$ cat src/rtl/seg7_pkg.sv
// Shared 7-segment definitions: active-low digit patterns, blank code and readback FSM states.
package seg7_pkg;

    localparam logic [6:0] SEG7_PAT [16] = '{
        7'h40, 7'h79, 7'h24, 7'h30, 7'h19, 7'h12, 7'h02, 7'h78,
        7'h00, 7'h10, 7'h08, 7'h03, 7'h46, 7'h21, 7'h06, 7'h0E
    };

    localparam logic [6:0] SEG7_BLANK = 7'h7F;

    typedef enum logic {
        WAIT_FIRST = 1'b0,
        RUN        = 1'b1
    } seg7_rb_state_t;

endpackage

$ cat src/rtl/seg7_to_bin.sv
// Inverse 7-segment decoder: maps an active-low segment pattern back to its 0-F value.
module seg7_to_bin
    import seg7_pkg::*;
(
    input  logic [6:0] pat,
    output logic [3:0] val,
    output logic       hit,
    output logic       blank
);

    always_comb begin
        val   = '0;
        hit   = 1'b0;
        blank = (pat == SEG7_BLANK);
        for (int i = 0; i < 16; i++) begin
            if (pat == SEG7_PAT[i]) begin
                val = 4'(i);
                hit = 1'b1;
            end
        end
    end

endmodule

$ cat src/rtl/seg7_readback.sv
// Recovers the value shown on an active-low 7-segment bus, checks 0..9 stepping and step period.
// Optional SEG7_RB_ERRCNT_EN adds a saturating error counter output (err_cnt).
module seg7_readback
    import seg7_pkg::*;
#(
    parameter int FREQ       = 50_000_000,
    parameter int STABLE_CYC = 1000,
    parameter int PERIOD_W   = $clog2(2*FREQ+1)
) (
    input  logic                clk,
    input  logic                n_rst,
    input  logic [7:0]          hex_in,
    output logic [3:0]          digit,
    output logic                digit_vld,
    output logic                pat_err,
    output logic                seq_err,
    output logic [PERIOD_W-1:0] period
`ifdef SEG7_RB_ERRCNT_EN
    ,
    output logic [7:0]          err_cnt
`endif
);

    localparam int                 STAB_W   = $clog2(STABLE_CYC+1);
    localparam logic [STAB_W-1:0]  STAB_MAX = STAB_W'(STABLE_CYC);
    localparam logic [PERIOD_W-1:0] GAP_MAX = '1;

    function automatic logic [3:0] succ10(input logic [3:0] d);
        int s;
        s = int'(d) + 1;
        return 4'(s % 10);
    endfunction

    function automatic logic [PERIOD_W-1:0] sat_inc(input logic [PERIOD_W-1:0] v);
        return (v == GAP_MAX) ? GAP_MAX : v + 1'b1;
    endfunction

    logic [7:0]          sync_p0, sync_p1;
    logic [6:0]          cand;
    logic [STAB_W-1:0]   stab_cnt;
    logic [PERIOD_W-1:0] gap_cnt;
    seg7_rb_state_t      state;
    logic                accept;
    logic [3:0]          dec_val;
    logic                dec_hit, dec_blank;
    logic                seq_bad, err_evt;
    logic                dp_unused;

    assign dp_unused = sync_p1[7];

    // Two-flop synchronizer, then a candidate register the stability counter compares against
    always_ff @(posedge clk or negedge n_rst) begin
        if (!n_rst) begin
            sync_p0  <= 8'hFF;
            sync_p1  <= 8'hFF;
            cand     <= SEG7_BLANK;
            stab_cnt <= '0;
        end else begin
            sync_p0 <= hex_in;
            sync_p1 <= sync_p0;
            cand    <= sync_p1[6:0];
            if (sync_p1[6:0] != cand)
                stab_cnt <= '0;
            else if (stab_cnt != STAB_MAX)
                stab_cnt <= stab_cnt + 1'b1;
        end
    end

    // Fires exactly once, on the sample that brings the counter to STABLE_CYC
    assign accept = (sync_p1[6:0] == cand) && (stab_cnt == STAB_MAX - 1'b1);

    seg7_to_bin u_dec (
        .pat   (cand),
        .val   (dec_val),
        .hit   (dec_hit),
        .blank (dec_blank)
    );

    assign seq_bad = (dec_val != succ10(digit));
    assign err_evt = accept && !dec_blank &&
                     (!dec_hit || (state == RUN && dec_val != digit && seq_bad));

    always_ff @(posedge clk or negedge n_rst) begin
        if (!n_rst) begin
            state     <= WAIT_FIRST;
            digit     <= '0;
            digit_vld <= 1'b0;
            pat_err   <= 1'b0;
            seq_err   <= 1'b0;
            period    <= '0;
            gap_cnt   <= '0;
        end else begin
            digit_vld <= 1'b0;
            pat_err   <= 1'b0;
            seq_err   <= 1'b0;
            if (state == RUN && gap_cnt != GAP_MAX)
                gap_cnt <= gap_cnt + 1'b1;
            if (accept && !dec_blank) begin
                if (!dec_hit) begin
                    pat_err <= 1'b1;
                end else if (state == WAIT_FIRST) begin
                    digit     <= dec_val;
                    digit_vld <= 1'b1;
                    gap_cnt   <= '0;
                    state     <= RUN;
                end else if (dec_val != digit) begin
                    digit     <= dec_val;
                    digit_vld <= 1'b1;
                    seq_err   <= seq_bad;
                    period    <= sat_inc(gap_cnt);
                    gap_cnt   <= '0;
                end
            end
        end
    end

`ifdef SEG7_RB_ERRCNT_EN
    always_ff @(posedge clk or negedge n_rst) begin
        if (!n_rst)
            err_cnt <= '0;
        else if (err_evt && err_cnt != 8'hFF)
            err_cnt <= err_cnt + 1'b1;
    end
`else
    logic err_evt_unused;
    assign err_evt_unused = err_evt;
`endif

endmodule

$ cat config.mk
export PLATFORM = sky130hd
export DESIGN_NAME = seg7_readback
export DESIGN_NICKNAME = d
export VERILOG_FILES = /design/src/rtl/seg7_pkg.sv /design/src/rtl/seg7_to_bin.sv /design/src/rtl/seg7_readback.sv
export SDC_FILE = /design/constraint.sdc
export NUM_CORES = 1
export LEC_CHECK = 0
export ABC_AREA = 1
export ABC_CLOCK_PERIOD_IN_PS = 2700
export CAP_MARGIN = 10
export CORE_AREA = 2 2 102 104
export CTS_CLUSTER_DIAMETER = 30
export DETAILED_ROUTE_END_ITERATION = 10
export DIE_AREA = 0 0 104 106
export GPL_ROUTABILITY_DRIVEN = 0
export GPL_TIMING_DRIVEN = 0
export PLACE_DENSITY = 0.85
export SYNTH_ARGS = -nofsm -noshare
export SYNTH_HDL_FRONTEND = slang
export SYNTH_SLANG_ARGS = --single-unit
$ cat constraint.sdc
create_clock -name clk -period 2.7 [get_ports clk]
set_input_delay 0.27 -clock clk [delete_from_list [all_inputs] [get_ports clk]]
set_output_delay 0.27 -clock clk [all_outputs]
set_load 0.03 [all_outputs]
* After elaboration in Yosys (flattened, before gate mapping)
Index checks and enable logic that the tools add are counted.
Cells by class: equal/unequal tests 25, shift-type cells 0, bitwise gates (word level) 0, reduce and logical (&&, ||, !) cells 9, $mul 0, div/mod/pow operators 1, add/sub/neg operators 3, mux-type cells 51, magnitude comparators 0
Operators by type and width (number):
- $mux W27 | 6
- $mux W4 | 10
- $eq A7 B7 Y1 const B | 5
- $mod A32 B5 Y32 const B | 1
- $add A27 B1 Y27 const B | 1
- $eq A27 B27 Y1 const B | 1
- $mux W1 | 27
- $ne A27 B27 Y1 const B | 1
- $eq A7 B5 Y1 const B | 3
- $eq A7 B6 Y1 const B | 3
- $mux W10 | 2
- $eq A7 B2 Y1 const B | 2
- $eq A7 B4 Y1 const B | 2
- $mux W3 | 4
- $add A10 B1 Y10 const B | 1
- $eq A10 B10 Y1 const B | 1
- $ne A10 B10 Y1 const B | 1
- $ne A4 B4 Y1 | 2
- $eq A7 B3 Y1 const B | 1
- $eq A7 B7 Y1 | 1
- $logic_not A7 Y1 | 1
- $ne A7 B7 Y1 | 1
- $add A4 B1 Y5 const B | 1
- $mux W2 | 2
- other kinds (7) | 9
Word-level totals: memory bits (writable) 0, bits in read-only memories 0, bits in latches 0, register bits after elaboration 93, memories 0

* Depth between registers and ports, before layout
word-level depth 21, gate-level depth with buffers 19

* Cells and area by module
From an unflattened synthesis, not the netlist that was laid out.
Second synthesis, totals: cells, all modules 680, area, all modules 5266.3 µm²
Modules (own cells, without submodules):
- seg7_readback | cells an instance 616, area each 4944.7 µm², times used 1
- seg7_to_bin | cells an instance 64, area each 321.6 µm², times used 1

* Worst setup path after synthesis
OpenSTA, ideal clock, no wires.
path type register -> register, start register digit[0], end register seq_err, setup slack 0.496 ns, path buffers 0, arrival time 2.133 ns, clock period less this slack 2.204 ns, stages on the path, launching flop included 12, path through dfrtp_1 -> ha_1 -> nand2_1 -> nor2_1 -> ha_1 -> nand3b_1 -> nand2_1 -> a21oi_1 -> or2_2 -> nand3_1 -> nor2_1 -> nor2_1
Between the ends: longest elaborated chain between the ends 7, elaborated cells between the ends (all ways) 8, classes of those cells add/sub: 1; div: 1; eq/ne: 2; mux: 4
Ends and longest elaborated chain:
- start: declaration | RTL line seg7_readback.sv:13 | output logic [3:0] digit,
- start signal: assignment | RTL line seg7_readback.sv:102 | digit <= dec_val;
- start signal: assignment | RTL line seg7_readback.sv:107 | digit <= dec_val;
- $add A4 B1 Y5 | RTL line seg7_readback.sv:30 | s = int'(d) + 1;
- $mod A32 B5 Y32 | RTL line seg7_readback.sv:31 | return 4'(s % 10);
- $ne A4 B4 Y1 | RTL line seg7_readback.sv:79 | assign seq_bad = (dec_val != succ10(digit));
- $mux W1 (*) | RTL line seg7_readback.sv:106 | end else if (dec_val != digit) begin
- $mux W1 (*) | RTL line seg7_readback.sv:101 | end else if (state == WAIT_FIRST) begin
- $mux W1 (*) | RTL line seg7_readback.sv:99 | if (!dec_hit) begin
- $mux W1 (*) | RTL line seg7_readback.sv:98 | if (accept && !dec_blank) begin
- end signal: assignment | RTL line seg7_readback.sv:109 | seq_err <= seq_bad;
- end: declaration | RTL line seg7_readback.sv:16 | output logic seq_err,
Every way passes the cells marked *; elsewhere a longest branch is shown, timed or not. A chain may end at the register's enable or synchronous reset.

* Final worst setup path
start register gap_cnt[1], end register gap_cnt[5]
Between the ends: longest elaborated chain between the ends 7, elaborated cells between the ends (all ways) 8, classes of those cells add/sub: 1; eq/ne: 1; mux: 5; reduce/logical: 1
Ends and longest elaborated chain:
- start: declaration | RTL line seg7_readback.sv:41 | logic [PERIOD_W-1:0] gap_cnt;
- start signal: assignment | RTL line seg7_readback.sv:97 | gap_cnt <= gap_cnt + 1'b1;
- parallel branches: the longest is 2 deep, another holds $add A27 B1 Y27
- $mux W27 (*) | RTL line seg7_readback.sv:96 | if (state == RUN && gap_cnt != GAP_MAX)
- $mux W27 | RTL line seg7_readback.sv:106
- $mux W27 | RTL line seg7_readback.sv:101
- $mux W27 | RTL line seg7_readback.sv:99
- $mux W27 (*) | RTL line seg7_readback.sv:98
Every way passes the cells marked *.

==> key figures <==
Setup path
  – Register-to-Register Setup Slack: 0.24 ns
  – WS Path Type: reg2reg
  – Register-to-Register Path Depth: 11
  – Critical Path Fanout Max: 10
  – Crit start category: flop
  – Required time worst endpoint: 3.01 ns
  – Worst R2R End: gap_cnt[5]
  – Worst r2r src: gap_cnt[1]
  – Crit end category: flop
  – Arrival time at the worst endpoint: roughly 2.8 ns

Drt
  – First drt pass iteration count: 6
  – Via count: 4,720
  – Iteration-0 DRC Markers: 327
  – Final ANT Viol Nets: 0
  – WL/cell: roughly 14 µm
  – Routed wire length: 12,170 µm
  – Drt via density: 5.309
  – Final routed DRC violation total: 0

Cells and area
  – Most frequent cells in the layout: nand2_1 (171), inv_1 (84), nor2_1 (73)
  – # fillers: 820
  – Nets: 764
  – Commonest non-fill, non-tap cell in the layout: nand2_1
  – Fraction of layout cells with a size suffix above 1: a little over an eighth
  – Ant diodes: 0
  – Final cell count without fillers: 889
  – Area grow syn2layout: 15.51%

Clock network
  – CTS tree: done
  – Total CTS buffers: 9
  – Post-CTS Setup Bufs: 0
  – Clock Sink Count: 93
  – Root Driver: clkbuf_8
  – Max Root-Sink Buffers: 2
  – Skew-Pair Late Insertion Delay: 0.37 ns
  – H-Tree Level Count: 3
  – CTS clock-pin slew for the worst setup and hold paths: 0.09 ns

Global routing
  – Vias in the first global route: 4,551
  – Initial antenna violation count: 0
  – GR Overflow Total: 0
  – Gr usage total: 23.32%
  – Largest net degree at the start of global routing: 65
  – First-pass GRT wire length: 20,940 µm

Synth
  – Post-synthesis cell count: roughly 700
  – #FFs+latches synth: 93
  – Synth cell types: 36
  – Fraction of registers with async set/reset: 100.0%
  – Synthesized cell area: 5309 µm²
  – Syn avg cell area: 7.661 µm²
  – Main area contributors after synthesis: dfrtp_1 (34%), nand2_1 (12%), dfstp_2 (10%)
  – Yosys top cell by area: dfrtp_1
  – Seq/Total Area, Yosys: 44.33%
  – EDFF count, synth: 0
  – Synth warnings: 0
  – Share of the synthesized area in the top cell type: 33.94%
  – Synth Flop Type: dfrtp_1
  – Mapped Nets: 709

Timing
  – Final critical-path share of the clock period: 91.21%
  – Final Critical Period: 2.463 ns
  – Fmax achieved: 406.1 MHz
  – RSZ-0062 raised after global routing: false
  – Final Max Tran Viols: 0
  – Slew @ Worst Pin: 0.5900 ns
  – Finish-stage setup viols: 0
  – Setup TNS: 0 ns
  – Worst clock skew: 0.01287 ns
  – Final hold slack: 0.2968 ns
  – Headroom to the max-slew limit: 60.34%
  – Final Hold Vio Count: 0

Worst hold path
  – Hold Path Origin: hex_in[0]
  – Hold Path End: sync_p0[0]
  – Cell count of the worst hold path: 1
  – Worst min-delay path category: in2reg

Die
  – Core Area: 10000 µm²
  – Num ports: 44
  – FP Rows: 37
  – Die Width: 104 µm
  – Die height: 106 µm
  – Die ar.: 11,020 µm²
  – Initial cell density of the core: 53.09%

Placement
  – Count of input and output buffers: 42
  – HPWL Detailed: 9251 µm
  – Dpl cells: ~870

Power
  – Max VDD drop: between 0.3 and 0.4 mV
  – LEAKAGE: 3.118 nW
  – Pwr Density: 403.4 nW/µm²

Status
  – Status: finished, final reports clean

Run
  – Maxcap violations: 0
==> synth_stat cells (6+ instances only) <==
cell type and n:
nand2_1 171, nand2_2 6, dfstp_2 21, buf_2 14
inv_1 84, inv_2 14, nor2_1 73, nand4_1 20
a21boi_1 12, xor2_1 27, o21ai_0 10, ha_1 6
a21oi_1 35, nand3_1 51, dfrtp_1 72, nor3_1 22
xnor2_1 6, o21ai_1 6
==> cell type report <==
type                       count  area (µm²)  share of cell area [%]
multi-input combinational    480        2461                   40.13
inverter                      98       367.9                   5.999
clock inverter                 5       32.53                  0.5305
sequential                    93        2354                   38.38
buffer                        22       128.9                   2.102
tap                          136       170.2                   2.775
timing repair buffer          44       455.4                   7.427
clock buffer                  11       162.7                   2.653
==> critical path, stage by stage, from the launching register on <==
cell      delay [ns]
dfrtp_1         0.38
ha_1            0.19
nand3_1         0.15
inv_1           0.08
nand2_1         0.12
nor2_1          0.26
nand2_1         0.25
nand2_1         0.17
inv_1           0.06
clkbuf_1        0.24
o21ai_0         0.31
a21boi_1        0.19
==> layer usage <==
metal	wire (µm)	global-route usage, %	vias to the layer above
li1	-	-	2310
met1	5145	29.46	2212
met2	6071	40.79	169
met3	669	3.617	29
met4	287	8.398	0
met5	0	0	-
==> worst max-delay path by stage <==
stage / start / to / slack [ns]
floorplan: digit[0] / seq_err / 0.50
global placement: n_rst / period[1] / -1.77
detailed placement: cand[5] / gap_cnt[13] / 0.32
CTS: gap_cnt[1] / gap_cnt[20] / 0.30
global route: gap_cnt[1] / gap_cnt[5] / 0.02
finish: gap_cnt[1] / gap_cnt[5] / 0.24
==> registers in the layout, indices dropped and copies added (netlist names) <==
register   cells
gap_cnt       27
period        27
stab_cnt      10
cand           7
sync_p0        7
sync_p1        7
digit          4
digit_vld      1
pat_err        1
seq_err        1
state          1
==> repair_timing <==
action / 4_1_cts / 5_1_grt
endpoints found under the hold margin: 29 / 0
hold buffers: 1 / 0
endpoints found under the setup margin: 0 / 1
resized for setup: 0 / 1
==> metrics by stage <==
stage / power [mW] / instance area [µm²] / setup slack (ns) / util [%]
floorplan: 1.527 / 5309 / 0.4956 / -
global placement: 1.579 / 5899 / -1.774 / 59.00
detailed placement: 1.590 / 5924 / 0.3224 / 59.25
CTS: 2.483 / 6130 / 0.2973 / 61.30
global route: 2.558 / 6132 / 0.01940 / 61.32
finish: 2.474 / 6132 / 0.2375 / 61.32
==> power by group <==
group | internal [mW] | switching [mW] | leakage, nW
Clock | 0.414 | 0.494 | 0.104
Sequential | 1.42 | 0.0129 | 1.23
Combinational | 0.0437 | 0.0882 | 1.79
Total | 1.88 | 0.595 | 3.12
==> kinds of logic (layout without fill, tap and decap cells) <==
group | after synthesis | in the layout | synth area share, %
adders and majority gates | 6 | 6 | 1.414
AOI/OAI and AO/OA | 65 | 65 | 6.811
muxes | 4 | 4 | 0.7542
buffers and inverters | 120 | 180 | 9.309
xor gates and xnor gates | 33 | 33 | 5.444
DFF | 93 | 93 | 44.33
and+or+nand+nor | 372 | 372 | 31.94
No activity file was read; power rests on OpenSTA's default activity.
